==> src/rtl/ifetch.sv <==
// rtl/ifetch.sv - single-outstanding instruction fetch stage between PC register and decode
module ifetch #(
  parameter bit CHECK_ALIGN = 1'b1
) (
  input  logic        clk,
  input  logic        reset,
  input  logic [63:0] pc,
  input  logic        pc_valid,
  output logic        pc_accept,
  input  logic        flush,
  output logic        ireq_valid,
  output logic [63:0] ireq_addr,
  input  logic        iresp_data_ok,
  input  logic [31:0] iresp_data,
  output logic        inst_valid,
  output logic [31:0] inst,
  output logic [63:0] inst_pc,
  output logic        inst_misalign,
  input  logic        dec_ready
);

  typedef enum logic [1:0] {
    IDLE    = 2'd0,
    REQ     = 2'd1,
    HOLD    = 2'd2,
    DISCARD = 2'd3
  } state_t;

  state_t      state_q;
  logic [63:0] req_pc_q;
  logic [31:0] inst_q;
  logic [63:0] inst_pc_q;
  logic        misalign_q;
  logic        pc_misaligned;

  // Misalignment is only meaningful when the check is enabled
  assign pc_misaligned = CHECK_ALIGN && (pc[1:0] != 2'b00);

  // The PC register advances only when a fresh fetch can start
  assign pc_accept = (state_q == IDLE) && pc_valid && !flush;

  // Bus request stays up (DISCARD included) until its single response returns
  assign ireq_valid    = (state_q == REQ) || (state_q == DISCARD);
  assign ireq_addr     = req_pc_q;
  assign inst_valid    = (state_q == HOLD);
  assign inst          = inst_q;
  assign inst_pc       = inst_pc_q;
  assign inst_misalign = misalign_q;

  // Fetch FSM with the request address and held instruction registers
  always_ff @(posedge clk or posedge reset) begin
    if (reset) begin
      state_q    <= IDLE;
      req_pc_q   <= 64'd0;
      inst_q     <= 32'd0;
      inst_pc_q  <= 64'd0;
      misalign_q <= 1'b0;
    end else begin
      case (state_q)
        IDLE: begin
          if (pc_accept) begin
            if (pc_misaligned) begin
              // Report the exception straight to decode; the bus never sees it
              inst_q     <= 32'd0;
              inst_pc_q  <= pc;
              misalign_q <= 1'b1;
              state_q    <= HOLD;
            end else begin
              req_pc_q <= pc;
              state_q  <= REQ;
            end
          end
        end
        REQ: begin
          if (iresp_data_ok) begin
            if (flush) begin
              state_q <= IDLE;
            end else begin
              inst_q     <= iresp_data;
              inst_pc_q  <= req_pc_q;
              misalign_q <= 1'b0;
              state_q    <= HOLD;
            end
          end else if (flush) begin
            // Response still owed by the bus; wait it out and drop it
            state_q <= DISCARD;
          end
        end
        DISCARD: begin
          if (iresp_data_ok) begin
            state_q <= IDLE;
          end
        end
        HOLD: begin
          if (dec_ready || flush) begin
            state_q <= IDLE;
          end
        end
        default: state_q <= IDLE;
      endcase
    end
  end

endmodule
==> config.mk <==
export PLATFORM = sky130hd
export DESIGN_NAME = ifetch
export DESIGN_NICKNAME = d
export VERILOG_FILES = /design/src/rtl/ifetch.sv
export SDC_FILE = /design/constraint.sdc
export NUM_CORES = 1
export LEC_CHECK = 0
export CELL_PAD_IN_SITES_DETAIL_PLACEMENT = 1
export CELL_PAD_IN_SITES_GLOBAL_PLACEMENT = 2
export CORE_UTILIZATION = 28
export CTS_CLUSTER_DIAMETER = 100
export DETAILED_ROUTE_END_ITERATION = 10
export MAX_ROUTING_LAYER = met4
export PLACE_DENSITY = 0.91
export REMOVE_ABC_BUFFERS = 1
export SLEW_MARGIN = 20
export SYNTH_ARGS = -nofsm -noshare
export SYNTH_HDL_FRONTEND = slang
export SYNTH_SLANG_ARGS = --single-unit
==> constraint.sdc <==
create_clock -name clk -period 14.01 [get_ports clk]
set_input_delay 1.401 -clock clk [delete_from_list [all_inputs] [get_ports clk]]
set_output_delay 1.401 -clock clk [all_outputs]
set_load 0.005 [all_outputs]
After elaboration in Yosys (flattened, before gate mapping):

Index checks and enable logic that the tools add are counted.

* output and inout bits: 164
* logic and storage cells: 50
* register bits: 163
* input port bits: 102

* bitwise gates (word level): 1
* equal/unequal tests: 10
* reductions and logical operators: 11
* muxes and demuxes: 23

Operators by type and width (number)
* 2-to-1 mux 64 bit: 4
* 2-to-1 mux 32 bit: 4
* case mux 64 bit (2 select lines): 1
* case mux 32 bit (2 select lines): 1
* 2-to-1 mux 2 bit: 7
* inequality test 2 bit (second input constant): 5
* case mux 2 bit (4 select lines): 1
* AND reduction 5 bit: 1
* == test 2 bit (second input constant): 2
* 2-to-1 mux 1 bit: 4
* AND reduction 4 bit: 1
* nonzero test 2 bit: 2
* inequality test 3 bit (second input constant): 1
* AND reduction 3 bit: 1
* == test 2 x 1 -> 1 bit (second input constant): 1
* logical AND 1 bit: 2
* zero test 2 bit: 1
* logical OR 1 bit: 2
* inequality test 2 x 1 -> 1 bit (second input constant): 1
* case mux 1 bit (2 select lines): 1
* zero test 1 bit: 1
* inverter 1 bit: 1

Depth between registers and ports, before layout:

* depth in word-level cells: 5
* gate-level depth with buffers: 7
* depth with buffers taken out: 4

Worst setup path after synthesis:

No wires, ideal clock.

* path type: input port to output port
* start point: in flush
* end point: out pc_accept
* buffers on the path: 0
* arrival: 1.641 ns
* path slack: 10.968 ns
* required time: 12.609 ns
* cell stages on the path: 1
* cell sequence: nor4b_4

* cells in the longest elaborated chain, start to end: 2

RTL lines
* start: declaration: line 10 `input logic flush,`
* zero test 1 bit: line 40 `assign pc_accept = (state_q == IDLE) && pc_valid && !flush;`
* logical AND 1 bit: line 40
* end: declaration: line 9 `output logic pc_accept,`

Every way passes these cells.

Final worst setup path:

Ends and elaborated chain as after synthesis.

==> impl_metrics.py <==
metrics = {
    "worst_setup_path": {
        "worstPathRequired_ns": 12.61,
        "arrival_ns": 2.91,
        "cpPeakStageDelay_ns": 0.57,
        "path_cells": "clkdlybuf4s50_1 > nor4b_4 > clkdlybuf4s50_1",
        "crit_fanout": 6,
        "cp_top_family": "buffers and inverters",
        "crit_top_cell": "clkdlybuf4s50_1",
        "critical_path_buf_inv_count": 2,
        "cp-start-kind": "primary input",
        "critical_path_class": "in -> out",
        "crit_path_end_kind": "primary output",
        "crit_slowest_cell": "clkdlybuf4s50_1",
    },
    "final_layout": {
        "fin_nets": 990,
        "final_common_cell": "clkdlybuf4s50_1",
        "num_antenna_cells": 0,
        "final_cell_count_no_fill": 1219,
        "syn2layout_area_growth_pct": 50.5,
        "drive_above_1_share_pct": 11.3,
        "layout_common_cells": "clkdlybuf4s50_1, dfrtp_1, nand2_1, nor2_1, a31oi_1",
        "final_cell_area_sq_um": 10200,
    },
    "timing": {
        "max_slew_margin_pct": 26.0,
        "rsz0062_at_grt": "no",
        "final-max-slew-violation-count": 0,
        "setup_viol": 0,
        "max_freq_mhz": 232,
        "period_share_pct": 30.8,
        "finalHoldViolCount": 0,
        "min_period_ns": 4.31,
        "fin_skew_ns": 0.00796,
        "fin_setup_tns_ns": 0,
        "worst_pin_slew_ns": 1.11,
        "hold-worst-slack_ns": 0.517,
    },
    "clock_network": {
        "path_clk_slew_ns": 0.07,
        "cts_setup_buffers": 0,
        "insertion_delay_ns": 0.41,
        "postCtsResizedCells": 0,
        "clk_path_buf_depth": 2,
        "htree_levels": 4,
        "clock-sinks": 163,
        "ctsHoldBuffers": 0,
        "ctsRootBufferMaster": "clkbuf_16",
        "cts_tree": "yes",
        "cts_buffers": 17,
    },
    "place": {
        "dpl.hpwl_um": 13300,
        "port_buffers": 265,
        "gp_congestion": 0.707,
        "dpl_cell_area_sq_um": 9630,
        "place_inst": 1188,
    },
    "yosys": {
        "yosys_warnings": 0,
        "ys_ff_latch": 163,
        "synth_cell_types": 25,
        "synth_area_leaders": "dfrtp_1, mux2_2, nand2_1, a31oi_1, nor2_1",
        "synth_cells": 648,
        "ys_seq_area_share_pct": 60.1,
        "yosysTopAreaCell": "dfrtp_1",
        "synth.avg_cell_area_sq_um": 10.5,
        "syn-cell-area_sq_um": 6790,
        "synth_top_area_share_pct": 60.1,
    },
    "die": {
        "rows": 56,
        "io_pins": 266,
        "initial_core_util_pct": 28.7,
        "die_area_sq_um": 24900,
        "die_x_um": 158,
        "core_sq_um": 23600,
        "die_h_um": 158,
    },
    "power_and_ir_drop": {
        "powerDensity_nw_per_um2": 195,
        "ir_worst_vdd_mv": 0.0816,
        "p_leak_nw": 4.20,
    },
    "global_routing": {
        "grt_pass1_vias": 5774,
        "antenna_found_initial": 0,
        "grt_start_max_net_pins": 195,
        "grt_util_all_layers_pct": 17.2,
        "grt_pass1_wl_um": 31700,
        "globalRoute.totalOverflow": 0,
    },
    "worst_hold_path": {
        "hold_path.class": "reg -> reg",
    },
    "detailed_routing": {
        "vias_per_cell": 4.54,
        "drt_iter0_markers": 204,
        "drt-total-wl_um": 20600,
        "wl_per_cell_um": 16.9,
        "first_pass_iters": 4,
        "num_vias": 5529,
        "drc_errors": 0,
        "antenna_left": 0,
    },
    "flow_run": {
        "maxCapViolCount": 0,
    },
    "status": {
        "status": "finished clean",
    },
}
-- final cells by class --
type	instances	area, sq um
fill	2669	13400
multi-input combinational	404	2320
tap	319	399
clock inverter	12	148
sequential	163	4080
timing repair buffer	269	2700
inverter	33	129
clock buffer	19	443
-- power breakdown --
part	switching [mW]	internal [mW]
registers	0.126	0.661
logic	0.266	0.469
clock network	0.203	0.271
total	0.594	1.40
-- cell families after synthesis --
group                  Yosys count  share of synthesized area [%]
buffers and inverters           81                           5.94
and+or+nand+nor                239                           14.7
AOI/OAI and AO/OA              102                           8.85
muxes                           63                           10.4
DFF                            163                           60.1
-- sequential cells by signal, summed over array words and instances, names as in the netlist --
name,cells
inst_misalign,1
inst,32
ireq_addr,64
state_q,2
inst_pc,64
-- final timing paths --
check                                  start             to  slack, ns  cells past startpoint
worst max register to register    state_q[0]    inst_pc[61]      11.64                      4
max in group asynchronous              reset  ireq_addr[41]      10.95                      3
worst max-delay path                   flush      pc_accept       9.70                      3
worst min-delay path            ireq_addr[0]   ireq_addr[0]       0.52                      1
worst min register to register  ireq_addr[0]   ireq_addr[0]       0.52                      1
min in group asynchronous              reset       inst[23]       1.55                      2
-- routing by layer --
metal	vias up	GRT usage, %	routed length (um)
met3	11	6.79	2080
met2	179	26.9	9480
met5	-	-	0
met1	2696	20.2	8830
li1	2643	-	-
met4	0	5.18	174
-- synthesized netlist by cell type, drive strengths merged --
master  count
a31oi      64
buf        32
inv        33
nor2       66
a21oi       1
a311oi      1
nand2b      2
o31ai       1
mux2       62
clkbuf     16
mux2i       1
o21ai      34
and2        2
nand3      32
a22o        1
nor2b       3
nand2     130
nor4b       1
dfrtp     163
nand3b      1
nor3        1
nor4        1
-- through the flow --
| stage | utilization (%) | total power [mW] | setup WS [ns] |
|---|---|---|---|
| finish | 43.3 | 2.00 | 9.70 |
| global route | 43.3 | 2.13 | 9.64 |
| CTS | 43.3 | 2.03 | 9.70 |
| detailed placement | 40.8 | 1.54 | 9.70 |
| global placement | 40.8 | 1.52 | 9.73 |
| floorplan | - | 1.03 | 7.82 |
No activity file was read; power rests on OpenSTA's default activity.
